`config.mk`:
```
export PLATFORM = sky130hd
export DESIGN_NAME = calc_rr_sched
export DESIGN_NICKNAME = d
export VERILOG_FILES = /design/src/rtl/calc_rr_sched.sv
export SDC_FILE = /design/constraint.sdc
export NUM_CORES = 1
export LEC_CHECK = 0
export ABC_AREA = 1
export BUFFER_PORTS_ARGS = -buffer_cell sky130_fd_sc_hd__clkbuf_2
export CAP_MARGIN = 30
export CORE_ASPECT_RATIO = 0.6
export CORE_UTILIZATION = 45
export CTS_CLUSTER_DIAMETER = 100
export DETAILED_ROUTE_END_ITERATION = 8
export GPL_TIMING_DRIVEN = 0
export PLACE_DENSITY = 0.8
export SYNTH_ARGS = -nofsm -noshare
export SYNTH_HDL_FRONTEND = slang
export SYNTH_SLANG_ARGS = --single-unit
```
`constraint.sdc`:
```
create_clock -name clk -period 2.05 [get_ports clk]
set_input_delay 0.1025 -clock clk [delete_from_list [all_inputs] [get_ports clk]]
set_output_delay 0.1025 -clock clk [all_outputs]
set_load 0.005 [all_outputs]
```
`src/rtl/calc_rr_sched.sv`:
```
// Round-robin front end that shares one registered add/sub datapath
// between NREQ requesters, one transaction in flight at a time.
module calc_rr_sched #(
    parameter int WD   = 8,
    parameter int NREQ = 4,
    parameter int LAT  = 1,
    parameter int IDW  = (NREQ > 1) ? $clog2(NREQ) : 1
) (
    input  logic               clk,
    input  logic               rst,
    input  logic [NREQ-1:0]    req_valid,
    output logic [NREQ-1:0]    req_ready,
    input  logic [NREQ*WD-1:0] req_i0,
    input  logic [NREQ*WD-1:0] req_i1,
    input  logic [NREQ-1:0]    req_sub,
    output logic               calc_go,
    output logic [WD-1:0]      calc_i0,
    output logic [WD-1:0]      calc_i1,
    output logic               calc_sub,
    input  logic [WD-1:0]      calc_o,
    output logic               rsp_valid,
    input  logic               rsp_ready,
    output logic [IDW-1:0]     rsp_id,
    output logic [WD-1:0]      rsp_data
);

    localparam int CW = (LAT > 1) ? $clog2(LAT) : 1;

    typedef enum logic [1:0] {
        IDLE,
        ISSUE,
        WAIT,
        RESP
    } state_t;

    state_t         state;
    state_t         state_nx;
    logic [IDW-1:0] rr_ptr;
    logic [IDW-1:0] gnt;
    logic           gnt_any;
    logic           take;
    logic [CW-1:0]  cnt;
    logic [WD-1:0]  op0;
    logic [WD-1:0]  op1;
    logic           op_sub;
    logic [IDW-1:0] id_q;
    logic [WD-1:0]  res_q;

    function automatic logic [IDW-1:0] wrap_add(
        input logic [IDW-1:0] base,
        input int             off
    );
        int s;
        s = int'(base) + off;
        if (s >= NREQ) begin
            s = s - NREQ;
        end
        return IDW'(s);
    endfunction

    // Scan from the far end so the nearest valid index after rr_ptr wins.
    always_comb begin
        gnt_any = 1'b0;
        gnt     = '0;
        for (int i = NREQ - 1; i >= 0; i--) begin
            if (req_valid[wrap_add(rr_ptr, i)]) begin
                gnt_any = 1'b1;
                gnt     = wrap_add(rr_ptr, i);
            end
        end
    end

    assign take = (state == IDLE) && gnt_any && !rst;

    always_comb begin
        req_ready = '0;
        if (take) begin
            req_ready[gnt] = 1'b1;
        end
    end

    always_comb begin
        state_nx = state;
        unique case (state)
            IDLE:    if (gnt_any) state_nx = ISSUE;
            ISSUE:   state_nx = WAIT;
            WAIT:    if (cnt == '0) state_nx = RESP;
            RESP:    if (rsp_ready) state_nx = IDLE;
            default: state_nx = IDLE;
        endcase
    end

    always_ff @(posedge clk) begin
        if (rst) begin
            state  <= IDLE;
            rr_ptr <= '0;
            cnt    <= '0;
            op0    <= '0;
            op1    <= '0;
            op_sub <= 1'b0;
            id_q   <= '0;
            res_q  <= '0;
        end else begin
            state <= state_nx;
            if (take) begin
                op0    <= req_i0[gnt*WD +: WD];
                op1    <= req_i1[gnt*WD +: WD];
                op_sub <= req_sub[gnt];
                id_q   <= gnt;
                rr_ptr <= (gnt == IDW'(NREQ - 1)) ? '0 : gnt + 1'b1;
            end
            if (state == ISSUE) begin
                cnt <= CW'(LAT - 1);
            end else if (state == WAIT && cnt != '0) begin
                cnt <= cnt - 1'b1;
            end
            if (state == WAIT && cnt == '0) begin
                res_q <= calc_o;
            end
        end
    end

    assign calc_go   = (state == ISSUE);
    assign calc_i0   = op0;
    assign calc_i1   = op1;
    assign calc_sub  = op_sub;
    assign rsp_valid = (state == RESP);
    assign rsp_id    = id_q;
    assign rsp_data  = res_q;

endmodule

```
==> flow_metrics.env, run 1 <==
export IMPL_status="finished, final reports clean"
export IMPL_hp_start="rst"
export IMPL_ys_types=21
export IMPL_grt_start_max_net_pins=13
export IMPL_arrival_ns=1.88
export IMPL_maxCapViolations=0
export IMPL_slew_headroom_pct=66.59
export IMPL_fp_dieW_um=91.10
export IMPL_area_growth_pct=41.80
export IMPL_final_period_utilization_pct=96.47
export IMPL_path_buf_inv=3
export IMPL_start_util_pct=46.96
export IMPL_root_buffer="clkbuf_8"
export IMPL_place_hpwl_mm=4.885
export IMPL_place_ws_ns=0.02928
export IMPL_max_slew_worst_pin_slew_ns=0.4994
export IMPL_layout_setup_ws_ns=0.07226
export IMPL_hold_viol=0
export IMPL_synthMuxAreaShare_pct=0
export IMPL_vias=2675
export IMPL_drc=0
export IMPL_antenna_left=0
export IMPL_ir_worst_vdd_mv=0.7650
export IMPL_yosys_area_share_simple_pct=49.15
export IMPL_critPathLaunchType="flip-flop"
export IMPL_finish_instance_area_mm2=0.003039
export IMPL_clock_sinks=32
export IMPL_drtIter0Drc=102
export IMPL_routabilityCongestion=0.8370
export IMPL_syn_avg_cell_area_um2=5.937
export IMPL_syn_num_nets=449
export IMPL_ctsLongestPathBuffers=2
export IMPL_netlist_top_cells_area="dfxtp_1 (30%), nand2_1 (21%), nand3_1 (20%)"
export IMPL_slew_viol_final=0
export IMPL_cts_hold_fix_buffers=0
export IMPL_grt_overflow=0
export IMPL_grt_setup_unrepaired="yes"
export IMPL_grtUsageTotal_pct=27.22
export IMPL_netlist_instances=361
export IMPL_crit_type="reg -> out"
export IMPL_period_minus_slack_ns=1.978
export IMPL_yosys_warnings=0
export IMPL_setup_worst_path_end_class="output port"
export IMPL_n_antenna_cell=0
export IMPL_power_density_mw_per_mm2=1605
export IMPL_first_pass_iters=4
export IMPL_holdCritPathClass="in -> reg"
export IMPL_leakagePower_nw=1.839
export IMPL_regArea_um2=648.1
export IMPL_clkTransAtPathRegs_ns=0.08
export IMPL_clk_latency_ns=0.29
export IMPL_grt_pass1_vias=2612
export IMPL_routed_wl_mm=6.457
export IMPL_synth_compound_area_share_pct=3.795
export IMPL_htreeDepth=2
export IMPL_place_area_mm2=0.002798
export IMPL_cpPeakStageDelay_ns=0.39
export IMPL_via_per_inst=4.829
export IMPL_die_y_um=55.46
export IMPL_synth_top_cell_by_area="dfxtp_1"
export IMPL_synth_adder_area_share_pct=2.919
export IMPL_cts_tree="yes"
export IMPL_fmax_mhz=505.6
export IMPL_yosysSeqAreaShare_pct=29.89
export IMPL_ys_ff_latch=32
export IMPL_antenna_found_initial=0
export IMPL_cts_made_buffers=5
export IMPL_crit_top_cell="nand2_1"
export IMPL_cp_slowest_cell="dfxtp_4"
export IMPL_wl_per_cell_um=11.66
export IMPL_r2r_start="rr_ptr[0]"
export IMPL_power_mw=4.877
export IMPL_crit_start="rr_ptr[0]"
export IMPL_cp_top_family="simple AND/OR/NAND/NOR gates"
export IMPL_nets=578
export IMPL_whs_ns=0.02961
export IMPL_multi_input_area_mm2=0.001255
export IMPL_setup_violations=0
export IMPL_synth_top_family_by_area="simple AND/OR/NAND/NOR gates"
export IMPL_placementRows=19
export IMPL_core_area_mm2=0.004564
export IMPL_layout_drive_gt1_share_pct=35.85
export IMPL_nFillCells=459
export IMPL_synth_area_mm2=0.002143
export IMPL_synth_xor_area_share_pct=0
export IMPL_io_pins=116
export IMPL_skew_ns=0.005439
export IMPL_cp_max_fo=7
export IMPL_port_buffers=115
export IMPL_worstPathRequired_ns=1.95
export IMPL_synth_top_cell_area_share_pct=29.89
export IMPL_grt_pass1_wl_mm=11.10
export IMPL_cp_cell_sequence="inv_6 > nand2_1 > nand2_1 > nand2_1 > nand2_2 > nor2_2 > nor2_2 > nand2_4 > nand2_8 > buf_8 > nand2_1 > nor2_1 > buf_2"
export IMPL_die_area_mm2=0.005052
-- cell families after synthesis --
logic type / after synthesis
AND/OR/NAND/NOR: 241
buffers and inverters: 68
flip-flops: 32
AO/OA/AOI/OAI: 15
adder cells (fa/ha/maj): 5
-- per-layer routing --
metal | up-vias | GRT usage, % | part of all wire (%)
met4 | 0 | 10.20 | 1.1
met5 | - | 0 | 0
met3 | 6 | 5.785 | 7.1
met2 | 106 | 44.70 | 45
met1 | 1173 | 35.32 | 47
li1 | 1390 | - | -
-- registers in the layout (all words and copies together), names as in the netlist --
name and cells:
rsp_id 2, rr_ptr 2, cnt 1, state 2
calc_i1 8, rsp_data 8, calc_i0 8, calc_sub 1
-- path summary, 6_finish.rpt --
| check | end | slack [ns] | cells after the start |
|---|---|---|---|
| min | rr_ptr[1] | 0.03 | 2 |
| min reg2reg | calc_i1[4] | 0.45 | 2 |
| max reg2reg | calc_i1[2] | 0.18 | 16 |
| max | req_ready[0] | 0.07 | 13 |
-- synthesized netlist by cell type --
cell      number
nand2_1      121
nand3_1       87
inv_1         47
dfxtp_1       32
nor2_1        25
o21ai_0       11
buf_2          7
buf_4          5
ha_1           5
inv_2          4
buf_6          3
nor3_1         3
a21oi_1        2
nand2_4        2
a22oi_1        1
buf_1          1
clkbuf_1       1
nand2_2        1
nand2_8        1
nand4_1        1
o21ai_2        1
-- final cells by class --
class	count	area share, %
multi-input combinational	261	41.29
tap	63	2.594
buffer	17	4.529
clock inverter	3	0.7822
sequential	32	21.33
inverter	51	6.546
timing repair buffer	122	20.67
clock buffer	5	2.264
-- cells in the final DEF (no fill, tap or decap), types with 6 or more instances in the layout --
master / netlist / layout
o21ai_0: 11 / 11
buf_4: 5 / 12
nand2_2: 1 / 8
clkbuf_2: 0 / 114
nand3_2: 0 / 6
nand3_1: 87 / 81
nand2_1: 121 / 114
dfxtp_1: 32 / 30
inv_1: 47 / 45
buf_2: 7 / 6
nor2_1: 25 / 21
-- what timing repair did --
action                                  in CTS  in global routing
hold endpoints to repair                     0                  0
setup buffers                                3                  4
gates resized for setup                      5                 35
pin swaps                                    3                  5
endpoints found under the setup margin       4                 10
-- per-stage QoR --
stage	util, %	std cells	setup TNS (ns)
after detailed placement	61.29	539	0
after CTS	64.04	550	0
after global routing	66.58	554	-0.1265
final	66.58	554	0
after floorplan	-	361	0
after global placement	61.29	539	0
-- where the power goes --
part	internal, mW	total (mW)	switching [mW]
clock network	0.241	0.524	0.283
logic	1.38	3.38	2.00
registers	0.836	0.976	0.140
Power figures use the tool's default switching activity.
==> run 2: changes to the inputs <==
- ABC_AREA: 1 -> unset
- CORE_UTILIZATION: 45 -> 42
==> run 2 against run 1 <==
  * Worst hold slack better by 0.034 ns
  * Die area fell by 11%
  * Total power decreased by 38%
  * First-iteration DRC count decreased by 47%
  * Clock-buffer cell count unchanged
  * Global-route usage decreased by 6.8 points
  * Clock skew is 0.0024 ns lower
  * Sequential share of layout area rose by 4.0 points
  * Utilization down 0.68 points
  * Setup slack better by 0.064 ns
  * Combinational power shrank 53%
  * Sequential power barely moved
==> flow_metrics.env, run 2 <==
export IMPL_yosys_warnings=0
export IMPL_synth_adder_area_share_pct=3.521
export IMPL_most_common_layout_cells="clkbuf_2 (114), mux2i_1 (45), dfxtp_1 (31)"
export IMPL_synth_top_family_by_area="multiplexers"
export IMPL_maxCapViolations=0
export IMPL_place_area_mm2=0.002419
export IMPL_setup_violations=0
export IMPL_clock_sinks=32
export IMPL_period_minus_slack_ns=1.913
export IMPL_finish_instance_area_mm2=0.002537
export IMPL_crit_end="req_ready[0]"
export IMPL_area_growth_pct=42.82
export IMPL_layout_drive_gt1_share_pct=49.66
export IMPL_cts_tree="yes"
export IMPL_synthMuxAreaShare_pct=25.35
export IMPL_nets=388
export IMPL_grt_overflow=0
export IMPL_synth_area_mm2=0.001777
export IMPL_max_slew_worst_pin_slew_ns=0.5692
export IMPL_syn_avg_cell_area_um2=10.09
export IMPL_slew_headroom_pct=62.05
export IMPL_core_area_mm2=0.003850
export IMPL_post_route_util_pct=65.91
export IMPL_cp_cell_sequence="inv_2 > ha_1 > nor2b_1 > buf_4 > nor2b_4 > nand2b_1 > buf_8 > nor2_1 > clkbuf_2"
export IMPL_placementRows=17
export IMPL_routabilityCongestion=0.6885
export IMPL_vias=1753
export IMPL_grt_pass1_wl_mm=7.003
export IMPL_start_util_pct=46.15
export IMPL_ff2ff_path_depth=6
export IMPL_routed_wl_mm=4.492
export IMPL_cts_hold_fix_buffers=0
export IMPL_synth_compound_area_share_pct=14.65
export IMPL_cts_made_buffers=5
export IMPL_yosysMostFrequentCell="mux2i_1"
export IMPL_synth_top_cell_area_share_pct=36.06
export IMPL_drc=0
export IMPL_drtIter0Drc=54
export IMPL_cp_top_family="buffers and inverters"
export IMPL_arrival_ns=1.81
export IMPL_die_area_mm2=0.004503
export IMPL_cp_max_fo=19
export IMPL_place_hpwl_mm=3.482
export IMPL_yosys_area_share_simple_pct=14.01
export IMPL_tns_ns=0
export IMPL_netlist_instances=176
export IMPL_cp_slowest_cell="dfxtp_1"
export IMPL_ir_worst_vdd_mv=0.4543
export IMPL_layout_commonest_cell="clkbuf_2"
export IMPL_power_density_mw_per_mm2=1196
export IMPL_async_flop_share_pct=0
export IMPL_hold_viol=0
export IMPL_cpPeakStageDelay_ns=0.39
export IMPL_antenna_found_initial=0
export IMPL_r2r_end="calc_i0[1]"
export IMPL_n_antenna_cell=0
export IMPL_first_pass_iters=4
export IMPL_ctsLongestPathBuffers=2
export IMPL_root_buffer="clkbuf_8"
export IMPL_yosysSeqAreaShare_pct=36.06
export IMPL_synth_top_cell_by_area="dfxtp_1"
export IMPL_leakagePower_nw=1.267
export IMPL_die_y_um=52.38
export IMPL_ys_types=27
export IMPL_whs_path_depth=3
export IMPL_via_per_inst=4.938
export IMPL_regToRegSetupSlack_ns=0.24
export IMPL_synth_edff_count=0
export IMPL_io_pins=116
export IMPL_critPathLaunchType="flip-flop"
export IMPL_fmax_mhz=522.6
export IMPL_antenna_left=0
export IMPL_worstPathRequired_ns=1.95
export IMPL_synth_ff_type="dfxtp_1"
export IMPL_holdCritPathClass="in -> reg"
export IMPL_netlist_top_cells_area="dfxtp_1 (36%), mux2i_1 (25%), o221ai_2 (6.8%)"
export IMPL_grtUsageTotal_pct=20.44
export IMPL_ys_ff_latch=32
export IMPL_syn_num_nets=264
export IMPL_port_buffers=114
export IMPL_wl_per_cell_um=12.65
export IMPL_crit_type="reg -> out"
export IMPL_synth_common_cells="mux2i_1 (45), dfxtp_1 (32), nor2_1 (21)"
export IMPL_clkTransAtPathRegs_ns=0.06
export IMPL_setup_worst_path_end_class="output port"
export IMPL_skew_ns=0.003040
export IMPL_synth_xor_area_share_pct=0.4930
export IMPL_htreeDepth=2
export IMPL_grt_pass1_vias=1607
export IMPL_path_buf_inv=4
export IMPL_crit_start="state[1]"
export IMPL_final_period_utilization_pct=93.34
export IMPL_fp_dieW_um=85.97
export IMPL_grt_setup_unrepaired="no"
export IMPL_r2r_start="rr_ptr[1]"
export IMPL_crit_cells=9
export IMPL_status="finished, final reports clean"
export IMPL_slew_viol_final=0
export IMPL_clk_latency_ns=0.28
export IMPL_grt_start_max_net_pins=20
run 2: changes by cell type after synthesis, sizes merged, moves of 2 or more:
| cell | before | now |
|---|---|---|
| nor3 | 3 | 1 |
| o21ai | 12 | 0 |
| o221ai | 0 | 17 |
| a211oi | 0 | 3 |
| a21oi | 2 | 4 |
| buf | 16 | 10 |
| inv | 51 | 5 |
| mux2i | 0 | 45 |
| nand3 | 87 | 0 |
| nor2b | 0 | 3 |
| nand2 | 125 | 19 |
| nor2 | 25 | 22 |
run 2: per-stage QoR:
stage / power (mW) / hold WS (ns) / cells / setup WS [ns]
4_1_cts: 3.013 / 0.05919 / 352 / 0.03262
3_5_place_dp: 2.563 / 0.3475 / 347 / 0.2233
6_report: 3.034 / 0.06332 / 355 / 0.1366
5_1_grt: 3.251 / 0.07130 / 355 / 0.02428
2_1_floorplan: 2.048 / 0.2500 / 176 / 0.4523
3_3_place_gp: 2.530 / 0.3351 / 347 / 0.2419
run 2: cells by family after synthesis:
family	count (synthesis)
compound gates	26
buf+inv	17
flops	32
xor+xnor	1
mux	45
simple gates	50
fa+ha+maj	5
run 2: area by class of cell:
cell class	instances	area, µm²
fill	332	1313
multi-input combinational	127	1042
sequential	32	641.9
timing repair buffer	118	600.6
buffer	11	93.84
tap	57	71.32
clock buffer	5	68.82
inverter	5	18.77
run 2: worst reg2reg max path: stages, from the launching register on:
cell      delay [ns]
dfxtp_1         0.44
mux2i_1         0.21
nor2_1          0.08
nor3_4          0.26
buf_4           0.28
mux2i_1         0.31
o221ai_2        0.11
run 2: metal layers:
metal,global-route usage (%),share of wire [%]
met1,25.64,48
met2,33.73,44
met3,5.512,7.0
met4,8.056,0.96
met5,0,0
run 2: how the worst min path moves through the flow:
stage / startpoint / endpoint
2_1_floorplan: calc_o[0] / rsp_data[0]
3_3_place_gp: calc_o[7] / rsp_data[7]
3_5_place_dp: calc_o[4] / rsp_data[4]
4_1_cts: calc_o[0] / rsp_data[0]
5_1_grt: calc_o[2] / rsp_data[2]
6_report: calc_o[0] / rsp_data[0]
run 2: repair_timing:
action	in CTS	in global routing
hold endpoints to repair	0	0
gates resized for setup	3	7
cloned	0	0
endpoints found under the setup margin	4	4
setup buffers	1	3
run 2: report_power, final:
group	leakage, nW	internal (mW)	switching, mW
logic	0.968	0.809	0.795
registers	0.263	0.863	0.145
clock network	0.0359	0.218	0.204
